==> config.mk <==
export PLATFORM = sky130hd
export DESIGN_NAME = discrete_filter_scheduler
export DESIGN_NICKNAME = d
export VERILOG_FILES = /design/src/rtl/discrete_filter_scheduler.sv
export SDC_FILE = /design/constraint.sdc
export NUM_CORES = 1
export LEC_CHECK = 0
export ABC_AREA = 1
export CORE_UTILIZATION = 37
export DETAILED_ROUTE_END_ITERATION = 7
export SYNTH_ARGS = -nofsm -noshare
export SYNTH_HDL_FRONTEND = slang
export SYNTH_SLANG_ARGS = --single-unit
==> constraint.sdc <==
create_clock -name clk -period 2.2 [get_ports clk]
set_input_delay 0.22 -clock clk [delete_from_list [all_inputs] [get_ports clk]]
set_output_delay 0.22 -clock clk [all_outputs]
set_load 0.03 [all_outputs]
==> src/rtl/discrete_filter_scheduler.sv <==
// Time-multiplexes one shared RC low-pass filter core across CHANNELS voices.
// Each sample tick runs one core transaction per enabled channel, then publishes all outputs.
module discrete_filter_scheduler #(
  parameter int unsigned CHANNELS = 4,
  parameter int unsigned WIDTH    = 16,
  localparam int unsigned SelW    = (CHANNELS > 1) ? $clog2(CHANNELS) : 1
) (
  input  logic                      clk,
  input  logic                      reset,
  input  logic                      audio_clk_en,
  input  logic [CHANNELS-1:0]       ch_enable,
  input  logic [CHANNELS*WIDTH-1:0] ch_in,
  output logic [CHANNELS*WIDTH-1:0] ch_out,
  output logic                      frame_done,
  output logic                      overrun,
  output logic                      core_valid,
  output logic [SelW-1:0]           core_sel,
  output logic [WIDTH-1:0]          core_sample,
  output logic [WIDTH-1:0]          core_state,
  input  logic                      core_ready,
  input  logic [WIDTH-1:0]          core_result
);

  localparam logic [1:0] StIdle  = 2'd0;
  localparam logic [1:0] StIssue = 2'd1;
  localparam logic [1:0] StWb    = 2'd2;
  localparam logic [1:0] StSkip  = 2'd3;

  localparam logic [SelW-1:0] LastIdx = SelW'(CHANNELS - 1);

  logic [1:0]          state_q, state_d;
  logic [SelW-1:0]     idx_q, idx_d;
  logic [CHANNELS-1:0] en_q, en_d;
  logic [WIDTH-1:0]    snap_q [CHANNELS];
  logic [WIDTH-1:0]    snap_d [CHANNELS];
  logic [WIDTH-1:0]    bank_q [CHANNELS];
  logic [WIDTH-1:0]    bank_d [CHANNELS];
  logic [WIDTH-1:0]    out_q  [CHANNELS];
  logic [WIDTH-1:0]    out_d  [CHANNELS];
  logic                done_q, done_d;
  logic                ovr_q, ovr_d;

  always_comb begin
    state_d = state_q;
    idx_d   = idx_q;
    en_d    = en_q;
    snap_d  = snap_q;
    bank_d  = bank_q;
    out_d   = out_q;
    done_d  = 1'b0;
    ovr_d   = audio_clk_en && (state_q != StIdle);

    case (state_q)
      StIdle: begin
        if (audio_clk_en) begin
          for (int unsigned k = 0; k < CHANNELS; k++) begin
            snap_d[k] = ch_in[k*WIDTH +: WIDTH];
          end
          en_d    = ch_enable;
          idx_d   = '0;
          state_d = ch_enable[0] ? StIssue : StSkip;
        end
      end
      StIssue: begin
        if (core_ready) begin
          bank_d[idx_q] = core_result;
          state_d       = StWb;
        end
      end
      StWb, StSkip: begin
        // Disabled channels lose their filter history.
        if (state_q == StSkip) begin
          bank_d[idx_q] = '0;
        end
        if (idx_q == LastIdx) begin
          state_d = StIdle;
          done_d  = 1'b1;
          out_d   = bank_d;
        end else begin
          idx_d   = idx_q + 1'b1;
          state_d = en_q[idx_d] ? StIssue : StSkip;
        end
      end
      default: state_d = StIdle;
    endcase
  end

  always_ff @(posedge clk) begin
    if (reset) begin
      state_q <= StIdle;
      idx_q   <= '0;
      en_q    <= '0;
      done_q  <= 1'b0;
      ovr_q   <= 1'b0;
      for (int unsigned k = 0; k < CHANNELS; k++) begin
        snap_q[k] <= '0;
        bank_q[k] <= '0;
        out_q[k]  <= '0;
      end
    end else begin
      state_q <= state_d;
      idx_q   <= idx_d;
      en_q    <= en_d;
      done_q  <= done_d;
      ovr_q   <= ovr_d;
      for (int unsigned k = 0; k < CHANNELS; k++) begin
        snap_q[k] <= snap_d[k];
        bank_q[k] <= bank_d[k];
        out_q[k]  <= out_d[k];
      end
    end
  end

  // Request fields come straight from registers and are zeroed outside ISSUE.
  assign core_valid  = (state_q == StIssue);
  assign core_sel    = core_valid ? idx_q : '0;
  assign core_sample = core_valid ? snap_q[idx_q] : '0;
  assign core_state  = core_valid ? bank_q[idx_q] : '0;
  assign frame_done  = done_q;
  assign overrun     = ovr_q;

  for (genvar g = 0; g < CHANNELS; g++) begin : g_out
    assign ch_out[g*WIDTH +: WIDTH] = out_q[g];
  end

endmodule

# --- Word level (Yosys, flattened, before mapping) ---
# Cells that the tools add are included.
totals:
  elab_cells: 72
  in_bits: 88
  register_bits: 202
  out_inout_bits: 101
classes:
  bitwise: 4
  magnitude_cmp: 3
  mux: 27
  reduce_logical: 13
  eq_ne: 7
  addsub: 1
op_table:
  columns: ["operator", "count"]
  rows:
  - ["two-way mux 64 bit", 2]
  - ["case mux 64 bit (2 select lines)", 1]
  - ["two-way mux 16 bit", 7]
  - ["AND 64 bit", 1]
  - ["binary-select mux 16 bit (select 2 bit)", 2]
  - ["bitwise mux 64 bit", 1]
  - ["NOT 64 bit", 1]
  - ["demux 16 bit (select 2 bit)", 1]
  - ["two-way mux 2 bit", 8]
  - ["AND reduction 2 bit", 4]
  - ["equality test 2 bit (second input constant)", 3]
  - ["case mux 2 bit (3 select lines)", 1]
  - ["nonzero test 2 bit", 3]
  - ["inequality test 2 bit (second input constant)", 2]
  - ["case mux 2 bit (2 select lines)", 1]
  - ["OR reduction 2 bit", 2]
  - [">= comparator 3 bit (second input constant)", 1]
  - ["less-than comparator 2 x 3 -> 1 bit (second input constant)", 1]
  - ["less-than comparator 3 x 1 -> 1 bit (second input constant)", 1]
  - ["NOT 2 -> 3 bit", 1]
  - ["AND reduction 3 bit", 1]
  - ["adder 2 x 1 -> 2 bit (second input constant)", 1]
  - ["binary-select mux 1 bit (select 2 bit)", 1]
  - ["equality test 2 x 1 -> 1 bit (second input constant)", 1]
  - ["other kinds (5)", 7]

# --- Logic depth before layout (Yosys ltp) ---
# Gate-level depths: netlist of run 1.
depth:
  ltp_word: 9
  depth_mapped: 11
  depth_no_buf: 7

# --- Worst setup path after synthesis of run 1 ---
# Ideal clock, no wire load.
synth_path:
  kind: "register to output"
  startpoint: "reg state_q[1]"
  endpoint: "out core_state[10]"
  setup_slack_ps: 118
  t_required_ps: 1980
  path_stages_with_launch: 7
  n_path_buf: 3
  t_arrival_ps: 1862
  path_cell_list: "dfxtp_1 buf_6 buf_6 nor2_1 inv_2 buf_2 a21oi_1"
synth_via:
  elab_chain_cells: 2
synth_rtl:
  columns: ["item", "line_no", "text"]
  rows:
  - ["start: declaration", "31", "logic [1:0] state_q, state_d;"]
  - ["start signal: assignment", "90", "state_q <= StIdle;"]
  - ["start signal: assignment", "101", "state_q <= state_d;"]
  - ["equality test 2 x 1 -> 1 bit", "115", "assign core_valid = (state_q == StIssue);"]
  - ["via core_valid", "16", "output logic core_valid,"]
  - ["two-way mux 16 bit", "118", "assign core_state = core_valid ? bank_q[idx_q] : '0;"]
  - ["end: declaration", "19", "output logic [WIDTH-1:0] core_state,"]
# The timed path passes the listed nets, and every way through them passes these cells.

# --- Worst setup path after layout of run 1 ---
layout_path:
  startpoint: "reg idx_q[0]"
  endpoint: "out core_state[7]"
layout_via:
  elab_chain_cells: 5
layout_rtl:
  columns: ["item", "line_no", "text"]
  rows:
  - ["start: declaration", "32", "logic [SelW-1:0] idx_q, idx_d;"]
  - ["start signal: assignment", "102", "idx_q <= idx_d;"]
  - ["NOT 2 -> 3 bit (implied by the code)", "118", null]
  - ["binary-select mux 16 bit (select 2 bit)", "118", null]
  - ["two-way mux 16 bit (implied by the code) (2 in a row)", "118", null]
  - ["two-way mux 16 bit", "118", null]
# Every way passes these cells. The select of a mux whose other input is x is not followed.

==> results of run 1 <==
metrics by stage:
| stage | power, mW | setup WS, ns | util |
|---|---|---|---|
| 2_1_floorplan | 5.787 | 0.1176 | - |
| 3_3_place_gp | 6.605 | 0.2894 | 0.4635 |
| 3_5_place_dp | 6.632 | 0.2282 | 0.4635 |
| 4_1_cts | 10.55 | 0.01145 | 0.4954 |
| 5_1_grt | 11.05 | -0.02685 | 0.4970 |
| 6_report | 10.54 | 0.04112 | 0.4970 |
worst max-delay path, cell delays in order, from the launching register on:
cell and delay (ns):
dfxtp_2 0.37, inv_1 0.12, buf_12 0.19, o21ai_0 0.40, a21oi_1 0.15, buf_4 0.20
kinds of logic (layout without fill, tap and decap cells):
logic type,after synthesis,after routing,synth area share
and+or+nand+nor,732,732,0.3105
buffers and inverters,141,292,0.07493
AOI/OAI and AO/OA,329,329,0.1769
DFF,202,202,0.4309
adders and majority gates,5,5,0.006667
registers in the layout (all words and copies together) (netlist names):
signal and cells:
en_q 4, state_q 2, bank_q 64, overrun 1, snap_q 64, idx_q 2, ch_out 64, frame_done 1
final cells by class:
| type | count | area, um2 |
|---|---|---|
| Sequential cell | 202 | 4048 |
| Clock inverter | 11 | 136.4 |
| Tap cell | 324 | 405.4 |
| Timing Repair Buffer | 220 | 2251 |
| Fill cell | 2554 | 12380 |
| Multi-Input combinational cell | 1066 | 4647 |
| Inverter | 33 | 127.6 |
| Clock buffer | 28 | 614.3 |
cell usage after synthesis, drive strengths merged:
cell    instances  area [um2]
a21oi          66       341.6
clkbuf         43       163.9
inv            30       112.6
buf            65       414.2
o21a            1       7.510
clkinv          3       12.51
dfxtp         202        4044
ha              5       62.56
nor2          465        1790
nand3          84       430.4
nand2         182       688.2
o21ai         262        1311
nor3            1       5.000
metal layers:
layer  vias up  GRT usage
li1       4818          -
met1      4372     0.2943
met2       369     0.4087
met3        63    0.05804
met4         0    0.08533
met5         -          0
power breakdown:
part / switching (mW) / internal (mW)
Combinational: 1.50 / 0.847
Sequential: 0.285 / 3.99
Clock: 1.59 / 2.33
path summary, 6_finish.rpt:
path	start	endpoint	depth (start not counted)
min reg2reg	ch_out[13]	ch_out[13]	2
max reg2reg	idx_q[0]	bank_q[9]	7
min	ch_enable[0]	en_q[0]	3
max	idx_q[0]	core_state[7]	5
repair_timing:
item	4_1_cts	5_1_grt
setup endpoints to repair	6	18
buffers inserted	0	0
hold buffers	0	0
resized for setup	3	6
pin swaps	1	2
gates cloned	1	1
==> results.md, run 1 <==
- GR Util All Layers: 0.2402
- Worst endpoint required time: 1.98 ns
- CP endpoint kind: output pin
- Least-Margin Pin Slew: 0.7612 ns
- Final Hold Vio Count: 0
- Static leakage power: 4.970 nW
- Core area: 24600 um2
- Clock latency at the later pin of the worst-skew pair: 0.52 ns
- Clock skew: 0.01297 ns
- #FFs+latches synth: 202
- PD cells: 861.6 nW/um2
- WL met3: 2818 um
- Unrepaired setup endpoints after global routing: true
- Worst Path Arrival: 1.94 ns
- Crit path launch type: flop
- Post-synthesis sequential area ratio: 0.4309
- Cell total after placement: 1843
- Max_slew headroom: 0.4907
- Synthesized cell area: 9384 um2
- Fin Setup TNS: 0 ns
- DR vias/cell: 5.107
- Rows: 57
- # setup viols final: 0
- Dpl cell area: 11400 um2
- Via count: 9622
- Most common cell after layout, fill and taps aside: nor2_1
- Max-cap violations: 0
- CTS tree: done
- Nets: 1639
- Met1 WL: 12820 um
- Top sig layer: met4
- VDD IR-drop max: 0.4994 mV
- DRT iter0 DRCs: 846
- Share of cells above drive strength 1: 0.08269
- Syn Inst Count: 1409
- Grt ovf: 0
- Outcome: complete, no violations
- Initial antenna violation count: 0
- CTS Buf Count: 23
- Final WL: 31740 um
- Clock sinks: 202
- Synth warnings: 0
- Global-route wire length before repair: 49380 um
- CP Class: reg -> out
- Met2 routed WL: 14930 um
- Fmax: 463.2 MHz
- Root buffer cell: clkbuf_16
- CP max FO: 35
- H-tree Lvls: 1
- Crit share post-route: 0.9813
- Avg WL per Cell: 16.85 um
- Most frequent cells in the layout: nor2_1 (455), o21ai_0 (227), dfxtp_1 (199)
- Fin crit period: 2.159 ns
- Largest net degree at the start of global routing: 93
- Antenna violation net count after detailed routing: 0
- N_diodes: 0
- IO Port Bufs: 188
- DR DRC count: 0
- DP Wirelength: 21610 um
- Number of global-route vias before repair: 8959
- Syn Nets: 1502
- Finished Cell Area: 12230 um2
- Slew Limit Fails: 0
- Die Area: 26000 um2
- Hold WC Path Type: in -> reg
- Die Ht: 161.3 um
- Ports: 189
- R2R Setup Slk: 0.21 ns
- Hold slack: 0.3129 ns
- Post-synthesis cell type count: 24
- TritonRoute pass-1 iters: 5
- CTS Buffer Depth: 3
- Routability congestion estimate from global placement: 0.8936
- Layout Cells excl Fill: 1884
- Die Width: 161.3 um
- Layout area overhead: 30.32%
- Clock Pin Slew Worst Setup and Hold Paths: 0.06 ns
- Starting Density: 0.3814
- Mean post-synth cell area: 6.660 um2
No activity file was read; power rests on OpenSTA's default activity.
==> run 2, diff against run 1 <==
CORE_MARGIN = 8   (was default)
==> run 2 against run 1 <==
  * The run now ends with setup timing left
  * Sequential power hardly changed
  * Critical endpoint is now core_state[2]
  * Count of clock-buffer cells in the layout is 8 higher
  * Sequential share of layout area hardly changed
  * Global-route usage is 3.3 points lower
==> results.md, run 2 (synthesized netlist as in run 1, its figures left out) <==
- Fin crit period: 2.246 ns
- Hold WC Path Type: in -> reg
- Slowest stage delay, CP: 0.40 ns
- Global-route wire length before repair: 51240 um
- H-tree Lvls: 1
- Via count: 9617
- IO Port Bufs: 188
- Hold slack: 0.3107 ns
- Die Ht: 175.3 um
- Layout fillers: 2599
- Least-Margin Pin Slew: 0.6962 ns
- Cell total after placement: 1853
- Worst endpoint required time: 1.98 ns
- Largest net degree at the start of global routing: 106
- Starting Density: 0.3748
- Ports: 189
- Critical-path top delay cell: dfxtp_2
- Avg WL per Cell: 17.25 um
- DRT iter0 DRCs: 824
- Postcts setup bufs: 0
- CP endpoint kind: output pin
- Worst Path Arrival: 2.03 ns
- Clock latency at the later pin of the worst-skew pair: 0.51 ns
- Crit path launch type: flop
- Most common cell after layout, fill and taps aside: nor2_1
- Tot Pwr: 10.33 mW
- Outcome: complete, but fails checks
- Layout Cells excl Fill: 1893
- Max_slew headroom: 0.5341
- N_diodes: 0
- DR vias/cell: 5.080
- Clock skew: 0.01168 ns
- CTS Buf Count: 23
- Die Area: 30710 um2
- # hold bufs at CTS: 0
- Static leakage power: 4.956 nW
- Routability congestion estimate from global placement: 0.8709
- GR Util All Layers: 0.2068
- CTS Buffer Depth: 3
- CP Class: reg -> out
- Slew Limit Fails: 0
- Grt ovf: 0
- Fmax: 445.2 MHz
- DR DRC count: 0
- Final WL: 32650 um
- Root buffer cell: clkbuf_16
- DP Wirelength: 23030 um
- Nets: 1642
- VDD IR-drop max: 0.4628 mV
- Most frequent cells in the layout: nor2_1 (457), o21ai_0 (227), dfxtp_1 (199)
- Max-cap violations: 0
- Setup slack after layout: -0.04638 ns
- Critical Path Most Common Cell: nor2_1
- Clock Pin Slew Worst Setup and Hold Paths: 0.06 ns
- Core area: 25040 um2
- Number of global-route vias before repair: 9313
- TritonRoute pass-1 iters: 6
- Failing checks: setup timing
- Unrepaired setup endpoints after global routing: true
- Layout area overhead: 30.57%
- Final Hold Vio Count: 0
- CP max FO: 33
- Share of cells above drive strength 1: 0.08509
- Initial antenna violation count: 3
- # setup viols final: 2
- PD cells: 843.1 nW/um2
- Die Width: 175.3 um
- Fin Setup TNS: -0.05029 ns
- Rows: 58
- CTS tree: done
- Antenna violation net count after detailed routing: 0
- Crit share post-route: 1.021
- Critical Path, Cell by Cell: buf_6, nor2_1, nor2_1, o21ai_0, a21oi_2, buf_12
- Clock sinks: 202
run 2: cell types whose count changed in the layout (fill, tap and decap cells not counted), moves of 2 or more:
| cell | delta |
|---|---|
| a21oi_1 | -7 |
| a21oi_2 | +7 |
| clkbuf_1 | +5 |
| clkbuf_8 | +3 |
| clkinv_2 | -3 |
| buf_12 | +2 |
| bufinv_16 | -2 |
| nor2_1 | +2 |
| nor2_2 | -2 |
run 2: routing by layer:
metal / wire length [um] / part of all wire / vias up / global-route usage
li1: - / - / 4835 / -
met1: 13160 / 0.40 / 4331 / 0.2497
met2: 15070 / 0.46 / 371 / 0.3406
met3: 3317 / 0.10 / 74 / 0.06571
met4: 1066 / 0.033 / 6 / 0.07453
met5: 31 / 0.00095 / - / 0
run 2: cell type report:
| cell class | instances | area (um2) | share of cell area |
|---|---|---|---|
| clock buffer | 36 | 674.4 | 0.05504 |
| inverter | 33 | 128.9 | 0.01052 |
| clock inverter | 3 | 40.04 | 0.003268 |
| sequential | 202 | 4050 | 0.3305 |
| timing repair buffer | 223 | 2283 | 0.1864 |
| multi-input combinational | 1066 | 4663 | 0.3806 |
| tap | 330 | 412.9 | 0.03370 |
run 2: worst max-delay path: cells and delay by family, from the launching register on:
family,cells,cell delay (ns)
compound gates,2,0.49
buf+inv,2,0.43
flops,1,0.40
simple gates,2,0.19
run 2: final timing paths:
kind | slack [ns] | cells after the start | to | start
worst max-delay path | -0.05 | 6 | core_state[2] | idx_q[0]
worst min register to register | 0.47 | 2 | ch_out[9] | ch_out[9]
worst min-delay path | 0.31 | 3 | en_q[0] | ch_enable[0]
worst max register to register | 0.30 | 8 | bank_q[54] | idx_q[0]
run 2: what timing repair did:
action | CTS | global route
endpoints found under the setup margin | 16 | 29
resized for setup | 9 | 10
pin swaps | 1 | 0
cloned | 1 | 0
hold endpoints to repair | 0 | 0
run 2: per-stage QoR:
stage | worst slack (ns) | utilization | area [um2]
after floorplan | 0.1176 | - | 9384
after global placement | 0.3815 | 0.4580 | 11470
after detailed placement | 0.3590 | 0.4580 | 11470
after CTS | -0.005641 | 0.4887 | 12230
after global routing | -0.08623 | 0.4894 | 12250
final | -0.04638 | 0.4894 | 12250
run 2: report_power, final:
| part | switching (mW) | internal [mW] |
|---|---|---|
| logic | 1.48 | 0.850 |
| clock network | 1.50 | 2.20 |
| registers | 0.297 | 3.99 |
| total | 3.29 | 7.04 |
==> run 3, diff against run 2 <==
CTS_BUF_LIST = sky130_fd_sc_hd__clkbuf_4 sky130_fd_sc_hd__clkbuf_8 sky130_fd_sc_hd__clkbuf_16   (was default)
SKIP_LAST_GASP = 1   (was default)
==> run 3 against run 2 <==
  * The run still ends with setup timing left
  * Utilization is 0.12 points higher
  * Combinational power hardly changed
  * Critical endpoint unchanged
  * Sequential share of layout area is 0.081 points lower
  * Fmax is 0.92% higher
  * Critical path depth stayed put
  * Via count hardly changed
  * Largest cell class unchanged
==> results.md, run 3 (synthesized netlist as in run 1, its figures left out) <==
- Outcome: complete, but fails checks
- Failing checks: setup timing
- Starting Density: 0.3748
- Max_slew headroom: 0.5522
- Largest net degree at the start of global routing: 106
- Worst Setup SP: idx_q[0]
- Final Hold Vio Count: 0
- Critical Path Most Common Cell: nor2_1
- Max-cap violations: 0
- Share of cells above drive strength 1: 0.08957
- Core area: 25040 um2
- IO Port Bufs: 188
- Clock sinks: 202
- TritonRoute pass-1 iters: 8
- Grt ovf: 0
- Static leakage power: 4.987 nW
- Setup slack after layout: -0.02597 ns
- Layout area overhead: 30.89%
- CP endpoint kind: output pin
- Via count: 9614
- DR DRC count: 0
- Initial antenna violation count: 3
- Critical-path top delay cell: dfxtp_2
- Clock skew: 0.01004 ns
- Hold WC Path Type: in -> reg
- Nets: 1642
- VDD IR-drop max: 0.4403 mV
- Cell total after placement: 1853
- Antenna violation net count after detailed routing: 0
- Most common cell after layout, fill and taps aside: nor2_1
- DP Worst Slack: 0.3590 ns
- Min-delay src: ch_enable[0]
- GR Util All Layers: 0.2059
- Root buffer cell: clkbuf_16
- Fin crit period: 2.226 ns
- Crit share post-route: 1.012
- CP max FO: 33
- Largest delay contributor family on the critical path: compound AO/OA/AOI/OAI gates
- DR vias/cell: 5.079
- Final WL: 32620 um
- Die Area: 30710 um2
- WP buf/inv: 2
- Routability congestion estimate from global placement: 0.8709
- Ports: 189
- Avg WL per Cell: 17.23 um
- Most frequent cells in the layout: nor2_1 (457), o21ai_0 (228), dfxtp_1 (199)
- Register Area: 4050 um2
- RR Startpoint: idx_q[0]
- Worst endpoint required time: 1.98 ns
- Number of global-route vias before repair: 9284
- # setup viols final: 1
- N_diodes: 0
- Clock Pin Slew Worst Setup and Hold Paths: 0.06 ns
- Unrepaired setup endpoints after global routing: true
- Layout Cells excl Fill: 1893
- Multi-input gate area: 4659 um2
- CTS Buf Count: 23
- # hold bufs at CTS: 0
- Layout fillers: 2598
- Critical Path, Cell by Cell: buf_6, nor2_1, nor2_1, o21ai_0, a21oi_2, buf_12
- Die Ht: 175.3 um
- Clock latency at the later pin of the worst-skew pair: 0.51 ns
- Worst Path Arrival: 2.01 ns
- Crit path launch type: flop
- Global-route wire length before repair: 51030 um
- Least-Margin Pin Slew: 0.6692 ns
- Fmax: 449.2 MHz
- DP Wirelength: 23030 um
- H-tree Lvls: 1
- DRT iter0 DRCs: 754
- Slowest stage delay, CP: 0.40 ns
- Die Width: 175.3 um
- CTS tree: done
- Rows: 58
- PD cells: 848.3 nW/um2
- CTS Buffer Depth: 3
- CP Class: reg -> out
- Slew Limit Fails: 0
-- run 3: changes by cell type in the layout (fill, tap and decap cells not counted) --
cell and change:
dlygate4sd2_1 +1, clkbuf_2 -1, inv_2 +1, inv_1 -1
clkbuf_4 +8, a21oi_1 +1, o21ai_1 -1, a21oi_2 -1
clkbuf_1 -8, o21ai_0 +1
-- run 3: area by class of cell --
| cell class | count | area share |
|---|---|---|
| multi-input combinational | 1066 | 0.3793 |
| timing repair buffer | 223 | 0.1862 |
| clock inverter | 3 | 0.003260 |
| sequential | 202 | 0.3297 |
| tap | 330 | 0.03362 |
| inverter | 33 | 0.01049 |
| clock buffer | 36 | 0.05735 |
-- run 3: final timing paths --
kind	slack, ns	end	cells past startpoint
setup / recovery	-0.03	core_state[2]	6
hold / removal	0.31	en_q[0]	3
setup reg to reg	0.39	bank_q[54]	8
hold reg to reg	0.47	ch_out[10]	2
-- run 3: worst register-to-register path: stages, from the launching register on --
cell,delay (ns)
dfxtp_2,0.36
inv_2,0.13
ha_1,0.25
nand3_2,0.38
buf_4,0.34
nand3_1,0.07
nand2_1,0.05
nor2_1,0.08
nor2_1,0.05
-- run 3: where the power goes --
part	switching (mW)	internal, mW
Clock	1.50	2.30
Sequential	0.296	3.99
Combinational	1.48	0.850
-- run 3: repair_timing --
| item | 4_1_cts | 5_1_grt |
|---|---|---|
| resized for setup | 8 | 8 |
| pin swaps | 1 | 0 |
| endpoints found under the setup margin | 20 | 28 |
| setup buffers | 0 | 0 |
| gates cloned | 1 | 0 |
| hold endpoints to repair | 0 | 0 |
-- run 3: per-stage QoR --
step / total power [mW] / hold WS (ns) / utilization / setup TNS [ns] / instance area (um2)
final: 10.42 / 0.3111 / 0.4906 / -0.02597 / 12280
after global routing: 10.93 / 0.3416 / 0.4906 / -0.5340 / 12280
after CTS: 10.48 / 0.3040 / 0.4896 / -0.1423 / 12260
after detailed placement: 6.645 / 0.4651 / 0.4580 / 0 / 11470
after global placement: 6.620 / 0.4561 / 0.4580 / 0 / 11470
after floorplan: 5.787 / 0.2891 / - / 0 / 9384
-- run 3: layer usage --
layer  vias up  GRT usage  part of all wire
met4         6    0.07948             0.036
met2       368     0.3358              0.46
met5         -          0           0.00095
met3        76    0.06614             0.097
li1       4837          -                 -
met1      4327     0.2491              0.41
==> patch, RTL diff (config.mk and constraints of run 1) <==
Make the reset (`reset`) asynchronous in one clocked block.
--- a/src/rtl/discrete_filter_scheduler.sv
+++ b/src/rtl/discrete_filter_scheduler.sv
@@ -85,7 +85,7 @@
     endcase
   end
 
-  always_ff @(posedge clk) begin
+  always_ff @(posedge clk or posedge reset) begin
     if (reset) begin
       state_q <= StIdle;
       idx_q   <= '0;
Behaviour: differs if reset is asserted again (counterexample within 4 cycles, from zero or initial values and one cycle with reset high); with reset held inactive, the same outputs for 4 cycles.
==> patch against run 1 <==
The flow now finishes with violations (design-rule violations); synthesized cell count decreased by 5.3%; wire length increased by 5.1%; design area increased by 11%; fmax decreased by 1.7%; area after synthesis increased by 6.2%; sequential cell count unchanged; register-to-register slack improved by 0.05 ns; global-route usage about the same; worst setup slack got worse by 0.037 ns; critical path depth increased by 1; highest routed layer unchanged.
Power is not compared: it rests on default switching activity, and its combinational part moved more than twofold at a synthesized area within 25%.
==> patch: results (changes against run 1) <==
Synthesis
  – Syn nets: 1,428 (was 1,502)
  – Most area-consuming cells after synthesis: dfrtp_1 (51%), nand2_1 (21%), nand3_1 (8.5%) (was dfxtp_1 (43%), nor2_1 (18%), o21ai_0 (12%))
  – Synth Area per Inst: 7.46 µm² (was 6.66 µm²)
  – Post-synthesis sequential area ratio: 50.7% (was 43.1%)
  – Fraction of registers with async set/reset: 100% (was 0%)

Routing
  – Met3 WL: 2270 µm (was 2820 µm)
  – Drt initial violations: 986 (was 846)
  – DR pass1 iterations: 8 (was 5)
  – Wire length on met1: 14,700 µm (was 12,800 µm)
  – DRC violations left: 13 (was 0)
  – Wirelength, routed: 33,400 µm (was 31,700 µm)

Outcome
  – Status: complete, but fails checks (was finished clean)
  – Failing checks: design-rule violations

Global routing
  – Initial antenna violation count: 1 (was 0)
  – M2 GR Usage: 38.5% (was 40.9%)
  – First-pass GRT wire length: 52,500 µm (was 49,400 µm)

Setup path
  – Arrival time of the worst setup path: 1.98 ns (was 1.94 ns)
  – R2R depth: 8 (was 7)
  – CP Max Fanout: 12 (was 35)
  – Crit path capture: core_state[8] (was core_state[7])
  – Crit. Startpoint: idx_q[0] (unchanged)
  – Reg2Reg Setup Slack: 0.26 ns (was 0.21 ns)

Worst hold path
  – Hold crit path type: input pin to async pin (was input pin to flop)

Placed design
  – Place WS: 0.0904 ns (was 0.228 ns)
  – GP Congestion: 0.853 (was 0.894)
  – HPWL after DPL: 22,000 µm (was 21,600 µm)
  – Placed insts: 1,804 (was 1,843)

STA
  – Max Freq: 455 MHz (was 463 MHz)
  – Clk_skew: 0.00838 ns (was 0.0130 ns)

Layout
  – Final #Nets: 1,600 (was 1,639)
patch: repair_timing:
action,4_1_cts,5_1_grt
resized for setup,142,41
endpoints found under the hold margin,0,0
setup buffers,5,1
setup endpoints to repair,31,56
pin swaps,13,13
cloned,4,3
patch: kinds of logic after synthesis:
family / after synthesis / synth area share, %
adders and majority gates: 5 / 0.628
and+or+nand+nor: 845 / 34.4
buffers and inverters: 134 / 5.66
DFF: 202 / 50.7
AOI/OAI and AO/OA: 149 / 8.62
patch: cell type report:
cell class              count  area [µm²]  area share, %
repair buffers            236        2590           19.1
flip-flops and latches    202        5060           37.4
multi-input cells         999        4500           33.3
well taps                 335         419           3.10
clock buffers              36         727           5.37
inverters                  44         174           1.28
clock inverters             8        73.8          0.545
patch: worst max-delay path: stages, from the launching register on:
cell and delay [ns]:
dfrtp_2 0.45, buf_6 0.17, buf_16 0.16, a21oi_2 0.13
o21ai_1 0.11, a21oi_1 0.23, buf_4 0.20
